`src/rtl/clock_divide_if.sv`:
```
// Ratio-load handshake between the requester and the clock divider.
interface clock_divide_if #(
  parameter int CNT_WIDTH = 8
);
  logic [CNT_WIDTH-1:0] divide;
  logic                 divide_valid;
  logic                 divide_ready;

  modport master (output divide, output divide_valid, input divide_ready);
  modport slave  (input divide, input divide_valid, output divide_ready);
endinterface

```
`src/rtl/clock_divide.sv`:
```
// Programmable integer clock divider; ratio changes wait for a period boundary
// so the divided clock never carries a runt pulse.
module clock_divide #(
  parameter int CNT_WIDTH = 8
) (
  input  logic          base_clock,
  input  logic          reset,
  clock_divide_if.slave ctrl,
  output logic          divided_clock,
  output logic          divided_tick,
  output logic          locked
);

  localparam logic [1:0] IDLE   = 2'd0;
  localparam logic [1:0] RUN    = 2'd1;
  localparam logic [1:0] SWITCH = 2'd2;

  logic [1:0]           state, state_nx;
  logic [CNT_WIDTH-1:0] n_cur, n_cur_nx;
  logic [CNT_WIDTH-1:0] n_pend, n_pend_nx;
  logic [CNT_WIDTH-1:0] ph, ph_nx;
  logic                 ready_q;
  logic                 xfer;
  logic                 at_end;
  logic [CNT_WIDTH-1:0] req;

  function automatic logic [CNT_WIDTH-1:0] clamp_ratio(input logic [CNT_WIDTH-1:0] n);
    return (n == CNT_WIDTH'(1)) ? CNT_WIDTH'(2) : n;
  endfunction

  // Widened by one bit so (N+1)>>1 cannot wrap at the maximum ratio.
  function automatic logic high_phase(input logic [CNT_WIDTH-1:0] p,
                                      input logic [CNT_WIDTH-1:0] n);
    logic [CNT_WIDTH:0] half;
    half = ({1'b0, n} + (CNT_WIDTH+1)'(1)) >> 1;
    return {1'b0, p} < half;
  endfunction

  assign ctrl.divide_ready = ready_q;
  assign xfer   = ctrl.divide_valid && ready_q;
  assign at_end = (ph == n_cur - CNT_WIDTH'(1));
  assign req    = clamp_ratio(ctrl.divide);

  always_comb begin
    state_nx  = state;
    n_cur_nx  = n_cur;
    n_pend_nx = n_pend;
    ph_nx     = ph;
    case (state)
      IDLE: begin
        ph_nx = '0;
        if (xfer && req != '0) begin
          n_cur_nx = req;
          state_nx = RUN;
        end
      end
      RUN: begin
        if (at_end) begin
          ph_nx = '0;
          if (xfer) begin
            if (req == '0) state_nx = IDLE;
            else           n_cur_nx = req;
          end
        end else begin
          ph_nx = ph + CNT_WIDTH'(1);
          if (xfer) begin
            n_pend_nx = req;
            state_nx  = SWITCH;
          end
        end
      end
      SWITCH: begin
        if (at_end) begin
          ph_nx = '0;
          if (n_pend != '0) begin
            n_cur_nx = n_pend;
            state_nx = RUN;
          end else begin
            state_nx = IDLE;
          end
        end else begin
          ph_nx = ph + CNT_WIDTH'(1);
        end
      end
      default: begin
        state_nx = IDLE;
        ph_nx    = '0;
      end
    endcase
  end

  // Outputs are registered from the next-state view so they line up with ph.
  always_ff @(posedge base_clock) begin
    if (!reset) begin
      state         <= IDLE;
      n_cur         <= '0;
      n_pend        <= '0;
      ph            <= '0;
      ready_q       <= 1'b0;
      divided_clock <= 1'b0;
      divided_tick  <= 1'b0;
      locked        <= 1'b0;
    end else begin
      state         <= state_nx;
      n_cur         <= n_cur_nx;
      n_pend        <= n_pend_nx;
      ph            <= ph_nx;
      ready_q       <= (state_nx != SWITCH);
      divided_clock <= (state_nx != IDLE) && high_phase(ph_nx, n_cur_nx);
      divided_tick  <= (state_nx != IDLE) && (ph_nx == '0);
      locked        <= (state_nx == RUN);
    end
  end

endmodule

```
`src/flat_wrapper.sv`:
```
// flat-port wrapper written by rule: the top's interface ports become plain ports
module clock_divide_flat 
#(
  parameter int CNT_WIDTH = 8
)
  (base_clock, reset, divided_clock, divided_tick, locked, ctrl_divide, ctrl_divide_valid, ctrl_divide_ready);
  clock_divide_if #(.CNT_WIDTH(CNT_WIDTH)) ctrl_i ();
  input  logic base_clock;
  input  logic reset;
  output logic divided_clock;
  output logic divided_tick;
  output logic locked;
  input wire logic [$bits(ctrl_i.divide)-1:0] ctrl_divide;
  input wire logic [$bits(ctrl_i.divide_valid)-1:0] ctrl_divide_valid;
  output wire logic [$bits(ctrl_i.divide_ready)-1:0] ctrl_divide_ready;
  assign ctrl_i.divide = ctrl_divide;
  assign ctrl_i.divide_valid = ctrl_divide_valid;
  assign ctrl_divide_ready = ctrl_i.divide_ready;
  clock_divide #(.CNT_WIDTH(CNT_WIDTH)) u_core (.base_clock(base_clock), .reset(reset), .ctrl(ctrl_i), .divided_clock(divided_clock), .divided_tick(divided_tick), .locked(locked));
endmodule
```
`config.mk`:
```
export PLATFORM = sky130hd
export DESIGN_NAME = clock_divide_flat
export DESIGN_NICKNAME = d
export VERILOG_FILES = /design/src/rtl/clock_divide_if.sv /design/src/rtl/clock_divide.sv /design/src/flat_wrapper.sv
export SDC_FILE = /design/constraint.sdc
export NUM_CORES = 1
export LEC_CHECK = 0
export ABC_AREA = 0
export CAP_MARGIN = 20
export CORE_MARGIN = 2
export CORE_UTILIZATION = 55
export DETAILED_ROUTE_END_ITERATION = 16
export PLACE_DENSITY = 0.72
export SLEW_MARGIN = 5
export SYNTH_ARGS = -nofsm -noshare
export SYNTH_HDL_FRONTEND = slang
export SYNTH_SLANG_ARGS = --single-unit
```
`constraint.sdc`:
```
create_clock -name base_clock -period 6.3 [get_ports base_clock]
set_input_delay 1.89 -clock base_clock [delete_from_list [all_inputs] [get_ports base_clock]]
set_output_delay 1.89 -clock base_clock [all_outputs]
set_load 0.02 [all_outputs]
```
======== Word-level counts from Yosys, hierarchy flattened ========
Cells that the tools add are included.
word-level totals
  ROM bits ................................ 0
  input port bits ......................... 11
  output and inout port bits .............. 4
  RAM bits ................................ 0
  flip-flop bits (word level) ............. 30
  memories ................................ 0
  latch bits .............................. 0
  logic and storage cells ................. 49
operators by class
  multiply operators ...................... 0
  order comparisons ....................... 1
  div/mod/pow operators ................... 0
  reduce and logical (&&, ||, !) cells .... 12
  equality and inequality tests ........... 6
  shift-type cells ........................ 0
  bitwise logic cells ..................... 1
  add/subtract/negate cells ............... 3
  muxes and demuxes ....................... 18
operator list
  cell                                                                 count
  8-bit 2-to-1 mux                                                     9
  8-bit one-hot mux with 3 select lines                                1
  8-bit logical NOT                                                    2
  8-bit nonzero test                                                   2
  2-bit 2-to-1 mux                                                     6
  8-bit by 1-bit adder with 9-bit output (second input constant)       1
  8-bit by 1-bit adder with 8-bit output (second input constant)       1
  8-bit by 1-bit == test with 1-bit output (second input constant)     1
  8-bit == test                                                        1
  8-bit less-than comparator                                           1
  8-bit by 1-bit subtractor with 8-bit output (second input constant)  1
  2-bit one-hot mux with 3 select lines                                1
  2-bit by 1-bit == test with 1-bit output (second input constant)     2
  1-bit logical AND                                                    4
  3-bit AND reduction                                                  1
  2-bit == test (second input constant)                                1
  2-bit logical NOT                                                    1
  2-bit inequality test (second input constant)                        1
  2-bit nonzero test                                                   1
  2-bit OR reduction                                                   1
  1-bit 2-to-1 mux                                                     1
  1-bit NOT                                                            1

======== Longest topological paths before layout ========
  depth in word-level cells ............... 10
  mapped depth ............................ 19
  mapped depth without buffers ............ 18

======== Worst setup path before layout ========
Ideal clock, no wire load.
  kind .................................... input-to-reg
  from .................................... in ctrl_divide[1]
  to ...................................... reg u_core.divided_clock
  path slack .............................. 1086 ps
  data arrival time ....................... 5118 ps
  buffers on the path ..................... 1
  library setup time ...................... 96 ps
  required time ........................... 6204 ps
  cell stages on the path ................. 17
  cells stage by stage .................... or4_1 clkbuf_1 nor4_2 o22ai_1 o41a_2 a311oi_1 o21a_1 inv_1 ha_1 nor3b_2 nand2_1 xnor2_1 ha_1 a21oi_1 nor2b_1 o21ai_0 nor4b_1
on the way
  cells in the longest elaborated chain, start to end .. 10
  elaborated cells between the ends (all ways) .. 19
  classes of those cells .................. 1 x add/sub; 1 x order compare; 1 x eq/ne; 11 x mux; 5 x reduce/logical
ends and longest elaborated chain
  item                                      RTL line             source
  start: declaration                        flat_wrapper.sv:13   input wire logic [$bits(ctrl_i.divide)-1:0] ctrl_divide;
  8-bit by 1-bit == test with 1-bit output  clock_divide.sv:28   return (n == CNT_WIDTH'(1)) ? CNT_WIDTH'(2) : n;
  8-bit 2-to-1 mux *                        clock_divide.sv:28
  8-bit logical NOT                         clock_divide.sv:61   if (req == '0) state_nx = IDLE;
  8-bit 2-to-1 mux                          clock_divide.sv:61
  8-bit 2-to-1 mux                          clock_divide.sv:60   if (xfer) begin
  8-bit 2-to-1 mux                          clock_divide.sv:58   if (at_end) begin
  8-bit one-hot mux with 3 select lines *   clock_divide.sv:49   case (state)
  via u_core.n_cur_nx[0]                    clock_divide.sv:19   logic [CNT_WIDTH-1:0] n_cur, n_cur_nx;
  8-bit by 1-bit adder with 9-bit output *  clock_divide.sv:35   half = ({1'b0, n} + (CNT_WIDTH+1)'(1)) >> 1;
  8-bit less-than comparator *              clock_divide.sv:36   return {1'b0, p} < half;
  1-bit logical AND *                       clock_divide.sv:109  divided_clock <= (state_nx != IDLE) && high_phase(ph_nx, n_cur_nx);
  end signal: assignment                    clock_divide.sv:109
  end: declaration                          clock_divide.sv:9    output logic divided_clock,
The timed path passes the listed nets; every way through them passes the cells marked *.
A chain may end at the register's enable or synchronous reset.

======== Worst setup path after layout ========
  from .................................... in ctrl_divide[3]
  to ...................................... reg u_core.divided_clock
The elaborated chain is that of the path after synthesis.

==> summary by stage <==
GRT
The overall routing resource usage is 26.0%. The via count of the first global-routing pass is 2148. The total overflow left after global routing is 0. The first global-routing pass estimated 10.2 mm of wire. The number of antenna violations at the first check in global routing is 0.

The maximum number of pins on one net before global-route repair is 24.

Floorplanning
The area of the die is 4960 µm². The horizontal die dimension is about 70 µm. After floorplanning, the core was divided into 24 placement rows.

Measured along the y axis, the die boundary spans 70.5 µm. The effective utilization at floorplan is 56.6%. The top-level port count is 15. The core footprint is 4290 µm².

Worst setup path
The kind of cell with the highest combined delay along the critical path is simple AND/OR/NAND/NOR gates. The worst setup path is launched from a primary input. The number of cells traversed by the worst register-to-register path is 18. The critical register-to-register path startpoint is u_core.n_cur[0].

The largest fanout on the critical path is 6. The cell with the largest stage delay on the worst path is sky130_fd_sc_hd__or4_1. The endpoint identified for the worst register-to-register timing path is u_core.divided_clock. The cell that appears most often on the critical path is sky130_fd_sc_hd__ha_1. The buffers plus inverters on the worst setup path is 2. The signal on the critical path passes through clkdlybuf4s50_1, or4_1, nor4_2, o22ai_1, o41a_2, a311oi_1, o21a_1, inv_1, ha_1, nor3b_2, nand2_1, xnor2_1, ha_1, a21oi_1, nor2b_1, o21ai_0, nor4b_1. The largest single stage delay on the critical path is 0.64 ns. The worst setup path is captured at a flop.

The register-to-register setup slack is 1.98 ns. In this run the number of cells on the critical path is 17. For the worst setup path, the data required time is around 6.5 ns. Data arrives at the worst endpoint at 5.87 ns.

The classification of the worst setup path is in -> reg.

Synthesis
When the netlist entered floorplanning its net count stood at approximately 310. Of the post-synthesis cell area, the part taken by muxes is 4.22%. The synthesized netlist devotes 19.9% of its cell area to compound gates. Synthesis produced between 200 and 300 cells. After synthesis, the cell types taking the most area are sky130_fd_sc_hd__dfxtp_1 25%, sky130_fd_sc_hd__ha_1 7.2%, sky130_fd_sc_hd__xnor2_1 4.3%, sky130_fd_sc_hd__xor2_1 4.3%, sky130_fd_sc_hd__nor2b_1 3.9%. The adder-cell share of the synthesized area is 7.21%. After synthesis, the largest family of logic cells by area is simple AND/OR/NAND/NOR gates. The number of distinct library cells after synthesis is 69. Yosys printed 0 warnings. Of all cell types, the one taking the most synthesized area is sky130_fd_sc_hd__dfxtp_1. Synthesis inferred 30 register bits.

After synthesis, the share of flip-flops with an asynchronous set or reset is 0%. The synthesized netlist devotes under 10% of its cell area to XOR and XNOR gates. Summing the sequential cell areas from Yosys gives 24.7% of the chip area. The portion of synthesized cell area occupied by the leading cell type is 24.7%. The synthesized design contains 0 enable-type register cells. Summing every instance area after synthesis gives 2430 µm². Each instance of the synthesized netlist takes up on average 8.49 µm². The simple-gate area share of the yosys netlist is 29.7%. For this run, the leading register cell type out of synthesis is sky130_fd_sc_hd__dfxtp_1.

Placement
The final HPWL from detailed placement is 4.44 mm. Once placement finished, the instance area stood at 2540 µm². The weighted congestion at the end of routability-driven global placement is 0.978. The number of placed instances, taps included, is 336. During placement, the flow inserted port buffers numbering 14.

Pwr
The power per cell area is 198 nW/µm². Sequential cells account for around two fifths of the total power. Cell internal power was estimated by the tool at 0.350 mW. The analysis attributes to net switching a power of between 0.15 and 0.2 mW.

The clock network accounts for 31.5% of the total power. In this run switching power makes up roughly 33% of total power. The maximum resistive drop on vdd is 0.104 mV. Summed over all cells, the static leakage comes to 0.937 nW. In this run, the combinational gates consume 28.2% of the power.

Detailed routing
In the final routed layout, each cell accounts on average for 17.3 µm. The vias after detailed routing is 2169. The first TritonRoute pass finished after 5 iterations. The first routing iteration left about 240 violations. In the routed design, unresolved DRC markers number 0. Wires add up to 5.94 mm.

In the routed layout, each cell is associated on average with a via count of between 6 and 7. The number of antenna-violating nets in the routed design is 0.

Timing
The number of setup violations in the final report is 0. In this run the tightest slew margin relative to its limit is 50.7%. The setup total negative slack is 0 ns. For this run, the top clock speed supported by timing is 0.176 GHz. The final critical path takes up 90.2% of the cycle. The count of pins over their slew limit is 0.

Across all hold checks on the routed design, the worst slack comes to 0.510 ns. At the pin with the least slew margin, the transition time is 0.738 ns. The final count of hold timing violations is 0. Setup repair after global routing left no endpoint under its margin. The clock arrives with 0.00669 ns of skew. The routed design could run at a clock period as short as between 5 and 6 ns.

Final layout
The footprint of the multi-input gates is 1690 µm². From synthesis to final layout, the design area changed by 8.19%. The final standard cell count with taps included and fillers excluded is 344. Summing all flip-flop and latch instances after layout gives 601 µm².

The end-of-flow core utilization is 61.2%. In the final design database the tool counted approximately 320 nets. The repair_antennas step left the layout with diodes totalling 0. In the final layout, the share of cells above drive strength 1 is 10.3%. The total non-filler cell area in the finished layout is ~2600 µm². Fill cells in the final layout number 396.

Clock tree
Clock tree synthesis selected as its root buffer the cell sky130_fd_sc_hd__clkbuf_8. At the later pin of the worst-skew pair, clock insertion delay measures 0.29 ns. TritonCTS built the clock tree. After clock tree synthesis, the repair step resized 0 gates. Counting along the longest clock path gives a buffer depth of 2.

Clock-pin slew was measured on the worst setup and hold paths at roughly 0.07 ns. The count of buffers added by post-CTS timing repair for setup is 0. The number of levels the H-tree was split into is 2. After clock tree synthesis, the flow added hold-fix buffers numbering 0. Clock tree synthesis found a total of 30 sinks. TritonCTS created 5 clock buffers.

Min path
In this run the worst hold path is classified as reg -> reg. The worst hold endpoint is u_core.n_pend[0]. The hold path startpoint is u_core.n_pend[0]. The worst hold path passes through 2 cells.

Run status
The run finished with clean final reports.

Run
The tool flagged a number of max-cap violations equal to 0.
## cells in the mapped netlist (3+ instances only)
cell type,number
sky130_fd_sc_hd__a211oi_1,3
sky130_fd_sc_hd__a21o_1,4
sky130_fd_sc_hd__a21oi_1,10
sky130_fd_sc_hd__and2_1,12
sky130_fd_sc_hd__and3_1,4
sky130_fd_sc_hd__buf_2,3
sky130_fd_sc_hd__buf_4,3
sky130_fd_sc_hd__buf_6,3
sky130_fd_sc_hd__clkbuf_1,7
sky130_fd_sc_hd__dfxtp_1,30
sky130_fd_sc_hd__ha_1,14
sky130_fd_sc_hd__inv_1,10
sky130_fd_sc_hd__mux2i_1,8
sky130_fd_sc_hd__nand2_1,17
sky130_fd_sc_hd__nand3_1,12
sky130_fd_sc_hd__nor2_1,20
sky130_fd_sc_hd__nor2b_1,15
sky130_fd_sc_hd__nor3_1,6
sky130_fd_sc_hd__nor4_1,5
sky130_fd_sc_hd__nor4_2,3
sky130_fd_sc_hd__o21ai_0,8
sky130_fd_sc_hd__o221a_2,3
sky130_fd_sc_hd__or4_1,5
sky130_fd_sc_hd__xnor2_1,12
sky130_fd_sc_hd__xor2_1,12
## tightest hold or removal path, cell delays in order, from the launching register on
cell                       delay [ns]
sky130_fd_sc_hd__dfxtp_1         0.33
sky130_fd_sc_hd__nand2_1         0.06
sky130_fd_sc_hd__a21boi_0        0.07
## sequential cells by signal, summed over array words and instances (netlist names)
name and count:
u_core.n_cur 8, u_core.ctrl.divide_ready 1, u_core.locked 1, u_core.ph 8, u_core.state 2, u_core.divided_tick 1
u_core.divided_clock 1, u_core.n_pend 8
## power by group through the flow
stage	Sequential, mW	Combinational [mW]	Clock, mW
after floorplan	0.212	0.113	0
after detailed placement	0.214	0.144	0
final	0.210	0.147	0.164
after global routing	0.211	0.163	0.173
after CTS	0.210	0.145	0.168
after global placement	0.214	0.143	0
## per-layer routing
metal	global-route usage [%]	wire, µm	up-vias	part of all wire (%)
met1	34.2	2600	999	44
met3	5.63	453	19	7.6
met4	12.8	181	0	3.0
li1	-	-	1052	-
met2	40.0	2700	99	46
met5	0	0	-	0
## cell type report
cell class | count | share of cell area [%]
clock inverters | 1 | 0.190
inverters | 10 | 1.43
repair buffers | 14 | 5.33
flip-flops and latches | 30 | 22.9
clock buffers | 7 | 3.29
well taps | 52 | 2.48
multi-input cells | 230 | 64.4
## worst max-delay path by stage
| stage | start | end | slack (ns) |
|---|---|---|---|
| global route | ctrl_divide[1] | u_core.divided_clock | 0.22 |
| floorplan | ctrl_divide[1] | u_core.divided_clock | 1.09 |
| CTS | ctrl_divide[1] | u_core.divided_clock | 0.64 |
| detailed placement | ctrl_divide[1] | u_core.divided_clock | 0.35 |
| finish | ctrl_divide[3] | u_core.divided_clock | 0.62 |
| global placement | ctrl_divide[3] | u_core.divided_clock | 0.46 |
## cells by family after synthesis
| group | count (synthesis) |
|---|---|
| flops | 30 |
| xor+xnor | 24 |
| mux | 10 |
| buf+inv | 26 |
| compound gates | 62 |
| simple gates | 120 |
| fa+ha+maj | 14 |
## stage by stage
stage / power, mW / setup WS (ns)
2_1_floorplan: 0.325 / 1.09
3_3_place_gp: 0.356 / 0.456
3_5_place_dp: 0.358 / 0.346
4_1_cts: 0.523 / 0.642
5_1_grt: 0.546 / 0.222
6_report: 0.521 / 0.619
## cells in the final DEF, fill, tap and decap left out, types with 3 or more instances in the layout
cell and count:
sky130_fd_sc_hd__o21ai_0 8, sky130_fd_sc_hd__ha_1 14, sky130_fd_sc_hd__a21oi_1 10, sky130_fd_sc_hd__and3_1 4, sky130_fd_sc_hd__clkdlybuf4s50_1 14, sky130_fd_sc_hd__dfxtp_1 30, sky130_fd_sc_hd__or4_1 5, sky130_fd_sc_hd__clkbuf_8 6
sky130_fd_sc_hd__xnor2_1 12, sky130_fd_sc_hd__nor2b_1 15, sky130_fd_sc_hd__nand2_1 17, sky130_fd_sc_hd__inv_1 10, sky130_fd_sc_hd__a211oi_1 3, sky130_fd_sc_hd__and2_1 12, sky130_fd_sc_hd__nor3_1 6, sky130_fd_sc_hd__mux2i_1 8
sky130_fd_sc_hd__o221a_2 3, sky130_fd_sc_hd__nand3_1 12, sky130_fd_sc_hd__nor2_1 20, sky130_fd_sc_hd__xor2_1 12, sky130_fd_sc_hd__a21o_1 4, sky130_fd_sc_hd__nor4_1 5, sky130_fd_sc_hd__nor4_2 3
(Power assumes the default switching activity.)
